## src/rtl/tt_input_conditioner.sv

```systemverilog
// Input conditioner for pad bits: 2-flop synchronizer, per-bit debounce, registered rise/fall pulses.
// Optional auto-repeat of rise pulses while a bit stays high is enabled by defining REPEAT_FEATURE_EN.
module tt_input_conditioner #(
  parameter int WIDTH           = 8,
  parameter int DEBOUNCE_CYCLES = 16,
  parameter int REPEAT_DELAY    = 1000,
  parameter int REPEAT_PERIOD   = 250
) (
  input  logic             clk,
  input  logic             rst_n,
  input  logic             ena,
  input  logic [WIDTH-1:0] raw_i,
  output logic [WIDTH-1:0] level_o,
  output logic [WIDTH-1:0] rise_o,
  output logic [WIDTH-1:0] fall_o
);

  if (DEBOUNCE_CYCLES < 1 || DEBOUNCE_CYCLES > 65535) begin : g_bad_debounce
    $error("tt_input_conditioner: DEBOUNCE_CYCLES must be in 1..65535");
  end
  if (REPEAT_DELAY < 1 || REPEAT_PERIOD < 1) begin : g_bad_repeat
    $error("tt_input_conditioner: REPEAT_DELAY and REPEAT_PERIOD must be >= 1");
  end

  localparam int CW = (DEBOUNCE_CYCLES > 1) ? $clog2(DEBOUNCE_CYCLES) : 1;
  localparam logic [CW-1:0] CNT_LAST = CW'(DEBOUNCE_CYCLES - 1);

  logic [WIDTH-1:0] sync1;
  logic [WIDTH-1:0] sync2;
  logic [CW-1:0]    cnt [WIDTH];
  logic [WIDTH-1:0] toggle;
  logic [WIDTH-1:0] rpt_fire;

  // A bit toggles on the edge that completes DEBOUNCE_CYCLES consecutive disagreeing samples.
  always_comb begin
    // NOTE: default every always_comb output before the loop so no path can infer a latch.
    toggle = '0;
    for (int b = 0; b < WIDTH; b++) begin
      toggle[b] = ena && (sync2[b] != level_o[b]) && (cnt[b] == CNT_LAST);
    end
  end

  // NOTE: state registers use non-blocking assignments so every flop samples pre-edge values.
  always_ff @(posedge clk or negedge rst_n) begin
    if (!rst_n) begin
      sync1   <= '0;
      sync2   <= '0;
      level_o <= '0;
      rise_o  <= '0;
      fall_o  <= '0;
      // NOTE: the counter array is a handful of flops, not RAM, so it is reset like any register.
      for (int b = 0; b < WIDTH; b++) cnt[b] <= '0;
    end else begin
      sync1   <= raw_i;
      sync2   <= sync1;
      level_o <= level_o ^ toggle;
      rise_o  <= (toggle & sync2) | rpt_fire;
      fall_o  <= toggle & ~sync2;
      for (int b = 0; b < WIDTH; b++) begin
        if (!ena || (sync2[b] == level_o[b]) || toggle[b]) cnt[b] <= '0;
        else                                               cnt[b] <= cnt[b] + 1'b1;
      end
    end
  end

`ifdef REPEAT_FEATURE_EN
  localparam int DW = (REPEAT_DELAY > 1) ? $clog2(REPEAT_DELAY) : 1;
  localparam int PW = (REPEAT_PERIOD > 1) ? $clog2(REPEAT_PERIOD) : 1;
  localparam int RW = (DW > PW) ? DW : PW;
  localparam logic [RW-1:0] DLY_LAST = RW'(REPEAT_DELAY - 1);
  localparam logic [RW-1:0] PER_LAST = RW'(REPEAT_PERIOD - 1);

  logic [RW-1:0]    rpt [WIDTH];
  logic [WIDTH-1:0] rpt_armed;  // first repeat already issued; later gaps use REPEAT_PERIOD

  // A falling toggle suppresses the repeat that would land on the same edge.
  always_comb begin
    rpt_fire = '0;
    for (int b = 0; b < WIDTH; b++) begin
      rpt_fire[b] = ena && level_o[b] && !toggle[b] &&
                    (rpt[b] == (rpt_armed[b] ? PER_LAST : DLY_LAST));
    end
  end

  always_ff @(posedge clk or negedge rst_n) begin
    if (!rst_n) begin
      rpt_armed <= '0;
      for (int b = 0; b < WIDTH; b++) rpt[b] <= '0;
    end else begin
      for (int b = 0; b < WIDTH; b++) begin
        if (!ena || !level_o[b] || toggle[b]) begin
          rpt[b]       <= '0;
          rpt_armed[b] <= 1'b0;
        end else if (rpt_fire[b]) begin
          rpt[b]       <= '0;
          rpt_armed[b] <= 1'b1;
        end else begin
          rpt[b]       <= rpt[b] + 1'b1;
        end
      end
    end
  end
`else
  assign rpt_fire = '0;
`endif

endmodule

```

## config.mk

```make
export PLATFORM = sky130hd
export DESIGN_NAME = tt_input_conditioner
export DESIGN_NICKNAME = d
export VERILOG_FILES = /design/src/rtl/tt_input_conditioner.sv
export SDC_FILE = /design/constraint.sdc
export NUM_CORES = 1
export LEC_CHECK = 0
export ABC_AREA = 0
export CELL_PAD_IN_SITES_DETAIL_PLACEMENT = 0
export CELL_PAD_IN_SITES_GLOBAL_PLACEMENT = 2
export CORE_UTILIZATION = 37
export CTS_CLUSTER_SIZE = 28
export DETAILED_ROUTE_END_ITERATION = 10
export PLACE_DENSITY = 0.75
export SETUP_SLACK_MARGIN = 0.5
export SKIP_CTS_REPAIR_TIMING = 1
export SYNTH_ARGS = -nofsm -noshare
export SYNTH_HDL_FRONTEND = slang
export SYNTH_SLANG_ARGS = --single-unit
```

## constraint.sdc

```tcl
create_clock -name clk -period 1.7 [get_ports clk]
set_clock_uncertainty 0.15 [all_clocks]
set_input_delay 0.34 -clock clk [delete_from_list [all_inputs] [get_ports clk]]
set_output_delay 0.34 -clock clk [all_outputs]
set_load 0.01 [all_outputs]
```

======== After elaboration in Yosys (flattened, before gate mapping) ========
Cells that the tools add are included.
cells by class
  bitwise gates (word level) .............. 4
  $add $sub $neg .......................... 8
  muxes and demuxes ....................... 8
  equal/unequal tests ..................... 24
  reduce and logical (&&, ||, !) cells .... 33
operators with widths
  operator                                                        number
  4-bit by 1-bit adder with 4-bit output (second input constant)  8
  4-bit == test (second input constant)                           8
  4-bit two-way mux                                               8
  8-bit AND                                                       2
  1-bit logical AND                                               16
  1-bit logical OR                                                16
  1-bit == test                                                   8
  1-bit inequality test                                           8
  8-bit inverter                                                  1
  8-bit bitwise XOR                                               1
  1-bit logical NOT                                               1
word-level totals
  flip-flop bits (word level) ............. 72
  bits of input ports ..................... 11
  output and inout port bits .............. 24

======== Depth between registers and ports, before layout ========
  word-level depth ........................ 5
  gate-level depth with buffers ........... 4
  mapped depth without buffers ............ 4

======== Worst setup path before layout ========
Ideal clock, no wire load.
  kind .................................... register to register
  from .................................... register cnt[4] in the netlist's numbering
  to ...................................... register level_o[6]
  data required time ...................... 1425 ps
  arrival ................................. 1067 ps
  buffers on the path ..................... 0
  period minus slack after synthesis ...... 1342 ps
  stages on the path, launching flop included .. 4
  slack ................................... 358 ps
  path through ............................ dfrtp_1 -> ha_1 -> nand4_1 -> mux2_2
between the ends
  word-level cells in the longest chain between the ends .. 3
ends and longest elaborated chain
  item                              RTL line  source
  start: declaration                30        logic [CW-1:0] cnt [WIDTH];
  start signal: indexed assignment  61        else cnt[b] <= cnt[b] + 1'b1;
  4-bit == test                     39        toggle[b] = ena && (sync2[b] != level_o[b]) && (cnt[b] == CNT_LAST);
  1-bit logical AND                 39
  8-bit bitwise XOR                 56        level_o <= level_o ^ toggle;
  end signal: assignment            56
  end: declaration                  13        output logic [WIDTH-1:0] level_o,
No other way between the ends.

======== Worst setup path after layout ========
  from .................................... register level_o[1]
  to ...................................... output level_o[1]
No word-level cell between the ends.

==> metrics.md <==
| Metric | Value |
|---|---|
| Total CTS buffers | `9` |
| Slew headroom | `77.9%` |
| Max Fclk | `706 MHz` |
| Synth Register Bits | `72` |
| Violated checks | `hold timing` |
| Die ar. | `7710 µm²` |
| Die width | `87.8 µm` |
| Finished Core Util | `55.0%` |
| Clock transition at path regs | `0.07 ns` |
| Count leader, synth | `dfrtp_1` |
| Detailed-route via count | `1,645` |
| Post-Syn Area per Cell | `13.4 µm²` |
| Drt pass-1 iters | `4` |
| Synth unique cells | `17` |
| Most common library cells after synthesis | `72 x dfrtp_1, 26 x nor2_1, 24 x xor2_1, 23 x nand3_1, 14 x nor3b_1` |
| Max Root-Sink Buffers | `2` |
| Fin crit period | `1.42 ns` |
| TritonCTS Sinks | `72` |
| Fillers | `606` |
| Synth Instances | `203` |
| DRC Markers | `0` |
| Final hold vios | `22` |
| Vias/cell | `4.47` |
| Ys flop type | `dfrtp_1` |
| GRT overflow | `0` |
| Worst path cell trace | `clkbuf_2` |
| M1 GR Usage | `16.0%` |
| GR Util All Layers | `12.6%` |
| Sequential area share after synthesis | `66.1%` |
| Die height | `87.8 µm` |
| Post-DP HPWL | `2750 µm` |
| GR Layer Usage met2 | `18.5%` |
| Starting DRT DRC Count | `51` |
| Crit-path max FO | `4` |
| Core area | `6940 µm²` |
| WP buf/inv | `1` |
| YS warnings | `0` |
| Vias in the first global route | `1,551` |
| CP arrival | `0.93 ns` |
| H-tree levels | `3` |
| Starting density of the core | `39.2%` |
| Min-delay worst type | `in2async` |
| I/O Buffers | `34` |
| Top Family by Delay on Critical Path | `flip-flops` |
| Number of synthesized flops with an enable pin | `0` |
| Post-Syn Area | `2730 µm²` |
| Final RePlAce weighted congestion | `0.676` |
| Initial antenna violation count | `0` |
| Pin count of the biggest net entering global routing | `36` |
| TritonCTS clock tree | `yes` |
| Routing usage on met3 | `6.31%` |
| Max-Cap Viols | `0` |
| WL final | `4640 µm` |
| Post-synth ARST share | `100%` |
| Slowest-stage cell, CP | `dfrtp_1` |
| Yosys top cell area share | `66.1%` |
| Pin slew with the least headroom to its limit | `0.332 ns` |
| Share of cells above drive strength 1 | `44.1%` |
| Outcome | `finished with violations` |
| CP max stage delay | `0.43 ns` |
| Synth area leaders | `dfrtp_1 66%, xor2_1 7.7%, nand3_1 4.2%, nor3b_1 3.9%, ha_1 3.7%` |
| Syn_nets | `222` |
| Post-DRT Antenna Nets | `0` |
| RSZ-0062 raised after global routing | `true` |
| Period utilization | `83.4%` |
| Total power | `3.29 mW` |
| FP Rows | `30` |
| Busiest grt layer | `met2` |
| I/O Pins | `35` |
| Clk root buf | `clkbuf_8` |
| Fin cells | `368` |
| Clk Latency, worst-skew pair | `0.34 ns` |
| Maximum vdd drop | `0.502 mV` |
| Largest area contributor in the netlist | `dfrtp_1` |
| Crit end category | `primary output` |
| Static leakage | `1.83 nW` |
| Power per cell area | `862 nW/µm²` |
| Slew Viols, Final | `0` |
| Hold Worst Slack | `-0.252 ns` |
| First-pass GRT wire length | `7090 µm` |
| Placed Cells | `336` |
| Routed WL per cell | `12.6 µm` |
| Nets | `286` |
| Crit Path Category | `reg2out` |
| Final setup viols | `0` |
| Worst path required time | `1.21 ns` |
| N_diodes | `0` |
| P&R area growth vs syn | `40.0%` |
| Element type at the critical path start | `register` |
## final timing paths
| check | start | end | slack, ns | depth (start not counted) |
|---|---|---|---|---|
| worst max-delay path | level_o[1] | level_o[1] | 0.28 | 1 |
| worst min-delay path | rst_n | fall_o[1] | -0.25 | 1 |
| worst max register to register | cnt[16] | level_o[3] | 0.32 | 3 |
| worst min register to register | sync1[3] | sync2[3] | 0.20 | 0 |
| max in group asynchronous | rst_n | cnt[22] | 1.14 | 2 |
| min in group clk | sync1[3] | sync2[3] | 0.20 | 0 |
## cells in the final DEF (no fill, tap or decap), types with 2 or more instances in the layout
| master | count |
|---|---|
| nand4_1 | 5 |
| nand3_2 | 7 |
| clkbuf_1 | 2 |
| dfrtp_1 | 67 |
| clkinv_2 | 2 |
| buf_12 | 2 |
| nor2_1 | 23 |
| clkbuf_8 | 11 |
| nand3_1 | 15 |
| clkdlybuf4s50_1 | 8 |
| inv_1 | 9 |
| clkbuf_2 | 21 |
| nor3b_1 | 3 |
| nor3b_2 | 11 |
| nor2_2 | 3 |
| dfrtp_2 | 5 |
| mux2_4 | 7 |
| and3_4 | 8 |
| xor2_1 | 17 |
| xor2_2 | 4 |
| buf_6 | 6 |
| ha_4 | 7 |
| nand4_4 | 2 |
| xor2_4 | 3 |
| buf_4 | 15 |
## cells by family after synthesis
logic type	synth area share [%]
and+or+nand+nor	17.1
DFF	66.1
xor gates and xnor gates	8.03
buffers and inverters	1.93
adders and majority gates	3.67
muxes	3.17
## area by class of cell
cell class	instances	area (µm²)	area share (%)
Multi-Input combinational cell	120	1210	31.6
Clock inverter	3	40.0	1.05
Inverter	9	33.8	0.885
Sequential cell	72	1810	47.4
Tap cell	96	120	3.15
Timing Repair Buffer	55	448	11.7
Clock buffer	13	159	4.16
## state kept, by name, summed over array words and instances (netlist names)
register	count
level_o	8
sync1	8
sync2	8
fall_o	8
rise_o	8
cnt	32
## layer usage
layer  share of wire [%]  up-vias
li1                    -      803
met1                  47      803
met2                  46       32
met3                 5.3        7
met4                 1.4        0
met5                   0        -
## stage by stage
stage / setup TNS [ns] / hold WS (ns) / instance area, µm² / setup slack, ns
after floorplan: 0 / -0.106 / 2800 / 0.422
after global routing: 0 / -0.248 / 3820 / 0.243
after global placement: -0.554 / 0.118 / 3300 / -0.0979
after detailed placement: -0.686 / 0.117 / 3300 / -0.131
final: 0 / -0.252 / 3820 / 0.283
after CTS: -1.10 / -0.255 / 3500 / -0.160
## power breakdown
| part | switching [mW] | internal, mW |
|---|---|---|
| Sequential | 0.0377 | 1.75 |
| Clock | 0.586 | 0.755 |
| Combinational | 0.0840 | 0.0764 |
| Total | 0.708 | 2.58 |
(Power assumes the default switching activity.)
